===== src/rtl/radio_ook_trx.sv =====
// rtl/radio_ook_trx.sv - OOK half-duplex radio transceiver with carrier sense; RADIO_COLL_DET_EN adds collision detect
module radio_ook_trx #(
    parameter int BIT_CYCLES = 16,
    parameter int GAP_BITS   = 2
) (
    input  logic       clk,
    input  logic       reset,
    input  logic [7:0] tx_data,
    input  logic       tx_valid,
    output logic       tx_ready,
    output logic       tx_busy,
    output logic [7:0] rx_data,
    output logic       rx_valid,
    output logic       rx_ferr,
    output logic       ant_o,
    output logic       ant_oe,
    input  logic       ant_i
`ifdef RADIO_COLL_DET_EN
    ,
    output logic       tx_coll
`endif
);

    localparam logic [7:0]  BC_LAST  = 8'(BIT_CYCLES - 1);
    localparam logic [7:0]  BC_MID   = 8'(BIT_CYCLES / 2);
    localparam int          GAP_LEN  = (GAP_BITS * BIT_CYCLES > 0) ? GAP_BITS * BIT_CYCLES : 1;
    localparam logic [15:0] GAP_LAST = 16'(GAP_LEN - 1);

    typedef enum logic [2:0] {TX_IDLE, TX_WAIT_CS, TX_START, TX_DATA, TX_STOP, TX_GAP} tx_state_t;
    typedef enum logic [1:0] {RX_IDLE, RX_START_CHK, RX_DATA, RX_STOP} rx_state_t;

    tx_state_t   tx_state_q, tx_state_d;
    logic [15:0] tx_cnt_q, tx_cnt_d;
    logic [2:0]  tx_bit_q, tx_bit_d;
    logic [7:0]  tx_byte_q, tx_byte_d;
    logic [7:0]  cs_cnt_q, cs_cnt_d;
    logic        ready_en_q, ready_en_d;
    logic        sync1_q, sync1_d, sync2_q, sync2_d, prev_q, prev_d;
    rx_state_t   rx_state_q, rx_state_d;
    logic [7:0]  rx_cnt_q, rx_cnt_d;
    logic [2:0]  rx_bit_q, rx_bit_d;
    logic [7:0]  rx_shift_q, rx_shift_d;
    logic        rx_wait_q, rx_wait_d;
    logic [7:0]  rx_data_q, rx_data_d;
    logic        rx_valid_q, rx_valid_d;
    logic        rx_ferr_q, rx_ferr_d;

    logic on_air, cur_bit, ant_s, bit_end, mid_bit, coll, xfer, rise;

    assign ant_s    = sync2_q;
    assign rise     = sync2_q && !prev_q;
    assign on_air   = (tx_state_q == TX_START) || (tx_state_q == TX_DATA) || (tx_state_q == TX_STOP);
    assign cur_bit  = (tx_state_q == TX_START) ||
                      ((tx_state_q == TX_DATA) && tx_byte_q[tx_bit_q]);
    assign bit_end  = (tx_cnt_q == {8'h00, BC_LAST});
    assign mid_bit  = (tx_cnt_q == {8'h00, BC_MID});
    assign tx_ready = (tx_state_q == TX_IDLE) && ready_en_q;
    assign xfer     = tx_valid && tx_ready;
    assign tx_busy  = (tx_state_q != TX_IDLE) || xfer;
    assign ant_oe   = on_air;
    assign ant_o    = on_air && cur_bit;
    assign rx_data  = rx_data_q;
    assign rx_valid = rx_valid_q;
    assign rx_ferr  = rx_ferr_q;

    // A collision is the peer carrier seen while we drive a 0, judged at mid-bit only
`ifdef RADIO_COLL_DET_EN
    assign coll    = on_air && !cur_bit && ant_s && mid_bit;
    assign tx_coll = coll;
`else
    assign coll    = 1'b0;
`endif

    always_comb begin
        tx_state_d = tx_state_q;
        tx_cnt_d   = tx_cnt_q;
        tx_bit_d   = tx_bit_q;
        tx_byte_d  = tx_byte_q;
        cs_cnt_d   = cs_cnt_q;
        ready_en_d = 1'b1;
        sync1_d    = ant_i;
        sync2_d    = sync1_q;
        prev_d     = sync2_q;
        case (tx_state_q)
            TX_IDLE: begin
                if (xfer) begin
                    tx_byte_d  = tx_data;
                    cs_cnt_d   = 8'd0;
                    tx_state_d = TX_WAIT_CS;
                end
            end
            TX_WAIT_CS: begin
                if (ant_s) begin
                    cs_cnt_d = 8'd0;
                end else if (cs_cnt_q == BC_LAST) begin
                    tx_cnt_d   = 16'd0;
                    tx_state_d = TX_START;
                end else begin
                    cs_cnt_d = cs_cnt_q + 8'd1;
                end
            end
            TX_START: begin
                if (bit_end) begin
                    tx_cnt_d   = 16'd0;
                    tx_bit_d   = 3'd0;
                    tx_state_d = TX_DATA;
                end else begin
                    tx_cnt_d = tx_cnt_q + 16'd1;
                end
            end
            TX_DATA: begin
                if (coll) begin
                    tx_cnt_d   = 16'd0;
                    tx_state_d = TX_GAP;
                end else if (bit_end) begin
                    tx_cnt_d = 16'd0;
                    if (tx_bit_q == 3'd7) tx_state_d = TX_STOP;
                    else                  tx_bit_d   = tx_bit_q + 3'd1;
                end else begin
                    tx_cnt_d = tx_cnt_q + 16'd1;
                end
            end
            TX_STOP: begin
                if (coll || bit_end) begin
                    tx_cnt_d   = 16'd0;
                    tx_state_d = TX_GAP;
                end else begin
                    tx_cnt_d = tx_cnt_q + 16'd1;
                end
            end
            TX_GAP: begin
                if (tx_cnt_q == GAP_LAST) tx_state_d = TX_IDLE;
                else                      tx_cnt_d   = tx_cnt_q + 16'd1;
            end
            default: tx_state_d = TX_IDLE;
        endcase
    end

    // Receiver is held idle while we are on air so our own frame is never decoded
    always_comb begin
        rx_state_d = rx_state_q;
        rx_cnt_d   = rx_cnt_q;
        rx_bit_d   = rx_bit_q;
        rx_shift_d = rx_shift_q;
        rx_wait_d  = rx_wait_q;
        rx_data_d  = rx_data_q;
        rx_valid_d = 1'b0;
        rx_ferr_d  = 1'b0;
        if (on_air) begin
            rx_state_d = RX_IDLE;
            rx_wait_d  = 1'b0;
        end else begin
            case (rx_state_q)
                RX_IDLE: begin
                    if (rise) begin
                        rx_cnt_d   = 8'd1;
                        rx_state_d = RX_START_CHK;
                    end
                end
                RX_START_CHK: begin
                    if ((rx_cnt_q == BC_MID) && !ant_s) begin
                        rx_state_d = RX_IDLE;
                    end else if (rx_cnt_q == BC_LAST) begin
                        rx_cnt_d   = 8'd0;
                        rx_bit_d   = 3'd0;
                        rx_state_d = RX_DATA;
                    end else begin
                        rx_cnt_d = rx_cnt_q + 8'd1;
                    end
                end
                RX_DATA: begin
                    if (rx_cnt_q == BC_MID) rx_shift_d[rx_bit_q] = ant_s;
                    if (rx_cnt_q == BC_LAST) begin
                        rx_cnt_d = 8'd0;
                        if (rx_bit_q == 3'd7) rx_state_d = RX_STOP;
                        else                  rx_bit_d   = rx_bit_q + 3'd1;
                    end else begin
                        rx_cnt_d = rx_cnt_q + 8'd1;
                    end
                end
                RX_STOP: begin
                    if (rx_wait_q) begin
                        if (!ant_s) begin
                            rx_wait_d  = 1'b0;
                            rx_state_d = RX_IDLE;
                        end
                    end else if (rx_cnt_q == BC_MID) begin
                        if (!ant_s) begin
                            rx_data_d  = rx_shift_q;
                            rx_valid_d = 1'b1;
                            rx_state_d = RX_IDLE;
                        end else begin
                            rx_ferr_d = 1'b1;
                            rx_wait_d = 1'b1;
                        end
                    end else begin
                        rx_cnt_d = rx_cnt_q + 8'd1;
                    end
                end
                default: rx_state_d = RX_IDLE;
            endcase
        end
    end

    always_ff @(posedge clk or posedge reset) begin
        if (reset) begin
            tx_state_q <= TX_IDLE;
            tx_cnt_q   <= 16'd0;
            tx_bit_q   <= 3'd0;
            tx_byte_q  <= 8'h00;
            cs_cnt_q   <= 8'd0;
            ready_en_q <= 1'b0;
            sync1_q    <= 1'b0;
            sync2_q    <= 1'b0;
            prev_q     <= 1'b0;
            rx_state_q <= RX_IDLE;
            rx_cnt_q   <= 8'd0;
            rx_bit_q   <= 3'd0;
            rx_shift_q <= 8'h00;
            rx_wait_q  <= 1'b0;
            rx_data_q  <= 8'h00;
            rx_valid_q <= 1'b0;
            rx_ferr_q  <= 1'b0;
        end else begin
            tx_state_q <= tx_state_d;
            tx_cnt_q   <= tx_cnt_d;
            tx_bit_q   <= tx_bit_d;
            tx_byte_q  <= tx_byte_d;
            cs_cnt_q   <= cs_cnt_d;
            ready_en_q <= ready_en_d;
            sync1_q    <= sync1_d;
            sync2_q    <= sync2_d;
            prev_q     <= prev_d;
            rx_state_q <= rx_state_d;
            rx_cnt_q   <= rx_cnt_d;
            rx_bit_q   <= rx_bit_d;
            rx_shift_q <= rx_shift_d;
            rx_wait_q  <= rx_wait_d;
            rx_data_q  <= rx_data_d;
            rx_valid_q <= rx_valid_d;
            rx_ferr_q  <= rx_ferr_d;
        end
    end

endmodule


===== config.mk =====
export PLATFORM = sky130hd
export DESIGN_NAME = radio_ook_trx
export DESIGN_NICKNAME = d
export VERILOG_FILES = /design/src/rtl/radio_ook_trx.sv
export SDC_FILE = /design/constraint.sdc
export NUM_CORES = 1
export LEC_CHECK = 0
export BUFFER_PORTS_ARGS = -buffer_cell sky130_fd_sc_hd__buf_2
export CAP_MARGIN = 20
export CORE_MARGIN = 3
export CORE_UTILIZATION = 60
export CTS_BUF_LIST = sky130_fd_sc_hd__clkbuf_2
export CTS_CLUSTER_SIZE = 25
export DETAILED_ROUTE_END_ITERATION = 10
export HOLD_SLACK_MARGIN = 0.06
export PLACE_DENSITY = 0.79
export REMOVE_ABC_BUFFERS = 1
export SLEW_MARGIN = 20
export SYNTH_ARGS = -nofsm -noshare
export SYNTH_HDL_FRONTEND = slang
export SYNTH_SLANG_ARGS = --single-unit

===== constraint.sdc =====
create_clock -name clk -period 2.7 [get_ports clk]
set_input_delay 0.54 -clock clk [delete_from_list [all_inputs] [get_ports clk]]
set_output_delay 0.54 -clock clk [all_outputs]
set_load 0.005 [all_outputs]

---- Yosys cells after proc, flatten, opt, wreduce, memory -nomap -nowiden ----
Index checks and enable logic that the tools add are counted.
storage, ports and cells
  output and inout bits ................... 14
  input bits .............................. 12
  register bits ........................... 74
  word-level logic and storage cells ...... 159
cells by class
  bitwise gates (word level) .............. 3
  add/subtract/negate cells ............... 5
  multiplexer cells ....................... 61
  equality and inequality tests ........... 38
  reduce and logical (&&, ||, !) cells .... 32
  order comparisons ....................... 3
operators with widths
  cell                   count
  $mux 16                4
  $mux 8                 8
  $pmux 16 s3            1
  $mux 3                 15
  $ne 2x2->1 const B     16
  $pmux 8 s4             1
  $eq 8x4->1 const B     3
  $mux 2                 9
  $pmux 3 s6             1
  $add 16x1->16 const B  1
  $add 8x1->8 const B    2
  $eq 16x4->1 const B    1
  $eq 16x5->1 const B    1
  $pmux 8 s2             1
  $mux 1                 15
  $reduce_and 5->1       3
  $eq 3x3->1 const B     4
  $ne 3x3->1 const B     4
  $pmux 3 s2             2
  $bwmux 8               1
  $lt 3x4->1 const B     2
  $ne 4x4->1 const B     2
  $pmux 2 s4             1
  $reduce_and 4->1       2
  22 further kinds       42

---- Logic depth before layout (Yosys ltp) ----
  word-level depth ........................ 5
  gate-level depth with buffers ........... 8
  depth with buffers taken out ............ 7

---- Worst setup path before layout ----
OpenSTA, ideal clock, no wires.
  kind .................................... register to register
  from .................................... register rx_cnt_q[5]
  to ...................................... register rx_data_q[0], in the netlist rx_data[0]
  arrival ................................. 1.910 ns
  data required time ...................... 2.575 ns
  stages on the path, launching flop included .. 6
  slack ................................... 0.665 ns
  period minus slack after synthesis ...... 2.035 ns
  path buffers ............................ 0
  setup time .............................. 0.125 ns
  path through ............................ dfrtp_1 or4_4 nor2_4 nand2_2 nor4_4 mux2_2
between the ends
  cells in the longest elaborated chain, start to end .. 2
ends and longest elaborated chain
  item                               RTL line  text
  start: declaration                 40        logic [7:0] rx_cnt_q, rx_cnt_d;
  start signal: assignment           235       rx_cnt_q <= rx_cnt_d;
  $eq 8x4->1                         187       end else if (rx_cnt_q == BC_MID) begin
  $reduce_and 5->1 (no source line)  -
  end signal: assignment             239       rx_data_q <= rx_data_d;
  end: declaration                   44        logic [7:0] rx_data_q, rx_data_d;
Every way passes these cells.
A chain may end at the register's enable or synchronous reset.

---- Final worst setup path ----
  from .................................... register tx_state_q[2]
  to ...................................... output ant_oe
between the ends
  cells in the longest elaborated chain, start to end .. 3
  elaborated cells between the ends (all ways) .. 5
  those cells by class .................... 3 x eq/ne; 2 x reduce/logical
ends and longest elaborated chain
  item                      RTL line  text
  start: declaration        32        tx_state_t tx_state_q, tx_state_d;
  start signal: assignment  225       tx_state_q <= tx_state_d;
  $eq 3x2->1                52        assign on_air = (tx_state_q == TX_START) || (tx_state_q == TX_DATA) || (tx_state_q == TX_STOP);
  $logic_or 1x1->1          52
  $logic_or 1x1->1 (*)      52
  end: declaration          16        output logic ant_oe,
Every way passes the cells marked *; elsewhere a longest branch is shown, timed or not.

==> results.yml <==
outcome:
  status: "complete, no violations"
clock_tree:
  cts_tree: "built"
  clockBufferDepth: 2
  cts_setup_buffers: 0
  cts_buffers: 9
  clk_latency_ps: 510
  root_buffer: "clkbuf_2"
  clk_pin_slew_ps: 230
  htree_levels: 3
  clkSinkCount: 74
floorplanning:
  ios: 26
  rows: 29
  core-area_um2: 6386
  dieArea_um2: 7629
  initial_core_util_pct: 62.17
  die-height_um: 87.35
  die_w_um: 87.35
yosys:
  yosysSeqAreaShare_pct: 46.64
  synth-seq-cells: 74
  yosysMostFrequentCell: "dfrtp_1"
  synth.largest_area_cell: "dfrtp_1"
  synth.area.top_cells: "dfrtp_1, mux2_2, ha_1"
  synth_common_cells: "dfrtp_1, nand2_1, mux2_2, o21ai_0"
  async_flop_share_pct: 100.0
  synth_top_area_share_pct: 46.64
  ys_warn_count: 0
  synth.avg_cell_area_um2: 10.29
  synth_ff_type: "dfrtp_1"
  synth_edf_count: 0
  synth_area_um2: 3970
  yosysUniqueCellTypes: 59
  synthCells: 386
place:
  place_area_um2: 4199
  place_congestion: 0.9070
  io_buffer_count: 25
  dp_hpwl_mm: 5.441
  dp.cells: 482
worst_setup_path:
  crit_arrival_ps: 1980
  cp_cell_sequence: "nand2b_1 > o21a_1 > inv_1 > buf_2"
  start_kind: "flop"
  crit_slowest_cell: "dfrtp_2"
  path_buf_inv: 2
  required_ps: 2160
  cpLargestDelayFamily: "flip-flops"
  max_stage_delay_ps: 520
  path_class: "flop to output pin"
  crit_fanout: 10
  cp-end-kind: "output pin"
detailed_routing:
  wl_met3_um: 272
  drc: 0
  wl_met1_mm: 3.757
  avgViaCountPerCell: 6.150
  wirelength_mm: 7.619
  antenna_left: 0
  dr.first_iter.drc_count: 174
  num_vias: 3075
  top_layer_used: "met4"
  drt_first_pass_iters: 5
  wl_met2_mm: 3.529
  wire_per_inst_um: 15.24
global_routing:
  grt_pass1_vias: 2894
  antenna_found_initial: 0
  grt_max_degree: 62
  grt_pass1_wl_mm: 13.30
  grt_util_all_layers_pct: 21.83
  overflow: 0
sta:
  min_period_over_period_pct: 93.20
  tightest_slew_ps: 615.1
  finalCriticalPeriod_ps: 2516
  rsz0062_at_grt: "no"
  timing.slew.headroom_pct: 58.68
  fmax_mhz: 397.4
  finalHoldViolations: 0
  fin_skew_ps: 32.02
  setup_tns_ps: 0
  whs_ps: 231.2
  setup_viol: 0
  slew_viol_final: 0
layout:
  layout-drive-gt1-share_pct: 23.17
  regArea_um2: 1853
  area_growth_pct: 9.266
  fin_area_um2: 4338
  nets: 443
  diodes: 0
  fillers: 476
  multi_input_area_um2: 2012
  layout.cells.non_filler: 500
power:
  cellLeakagePower_nw: 1.939
  ir_drop_mv: 0.4619
  power_mw: 2.507
  powerDensity_nw_per_um2: 577.8
hold_path:
  worst_hold_path_type: "input port to flop"
flow_run:
  drv_cap: 0
## timing repair
action	CTS	global route
gates resized for setup	0	1
hold buffers	1	1
hold endpoints to repair	13	1
setup endpoints to repair	0	1
## final cells by class
type                    count  share of cell area [%]
inverters                  11                  0.9518
well taps                  77                   2.221
clock buffers              10                   1.154
flip-flops and latches     74                   42.72
clock inverters             6                   1.558
multi-input cells         287                   46.38
repair buffers             35                   5.019
## stage by stage
step | setup slack (ps) | utilization (%)
global route | 26.06 | 67.93
global placement | 462.7 | 65.75
CTS | 68.05 | 67.75
floorplan | 278.4 | -
detailed placement | 364.8 | 65.75
finish | 183.6 | 67.93
## worst reg2reg max path, cell delays in order, from the launching register on
cell     delay (ps)
dfrtp_1         480
or4_4           560
o41ai_4         260
a21oi_2          50
buf_4           220
or4_1           530
a21oi_1         160
## report_power, final
group	switching, mW	internal [mW]	total (mW)
logic	0.358	0.270	0.629
registers	0.0642	1.19	1.25
clock network	0.407	0.219	0.626
total	0.830	1.68	2.51
## layout by cell type, fill, tap and decap left out, types with 13 or more instances in the layout
cell type	instances
a21oi_1	19
buf_2	25
dfrtp_1	73
ha_1	13
mux2_2	27
nand2_1	34
nand3_1	15
nor2_1	19
o21ai_0	25
o31ai_1	15
## routing by layer
metal,global-route usage (%),up-vias
li1,-,1502
met3,3.406,6
met4,9.205,0
met1,31.01,1503
met2,33.22,64
met5,0,-
## sequential cells by signal, summed over array words and instances (netlist names), 2 cells and up
register,flops
rx_bit_q,3
rx_state_q,2
rx_cnt_q,8
tx_cnt_q,16
rx_data,8
rx_shift_q,8
tx_byte_q,8
tx_bit_q,3
cs_cnt_q,8
tx_state_q,3
## final timing paths
kind | startpoint | slack (ps) | endpoint | depth (start not counted)
setup reg to reg | cs_cnt_q[5] | 380 | tx_cnt_q[7] | 6
hold reg to reg | sync1_q | 390 | ant_s | 0
hold / removal | tx_data[2] | 230 | tx_byte_q[2] | 2
min in group asynchronous | reset | 510 | rx_bit_q[1] | 3
setup / recovery | tx_state_q[2] | 180 | ant_oe | 4
max in group asynchronous | reset | 1570 | rx_shift_q[2] | 4
## cells by family (layout without fill, tap and decap cells)
| family | count (synthesis) | count (layout) | share of synthesized area, % |
|---|---|---|---|
| buf+inv | 25 | 62 | 2.679 |
| flops | 74 | 74 | 46.64 |
| xor+xnor | 3 | 3 | 0.6620 |
| mux | 31 | 31 | 9.297 |
| compound gates | 85 | 85 | 14.28 |
| other cells | 1 | 1 | 0.09446 |
| fa+ha+maj | 13 | 13 | 4.097 |
| simple gates | 154 | 154 | 22.25 |
Note: power is estimated with default switching activity, not from simulation.
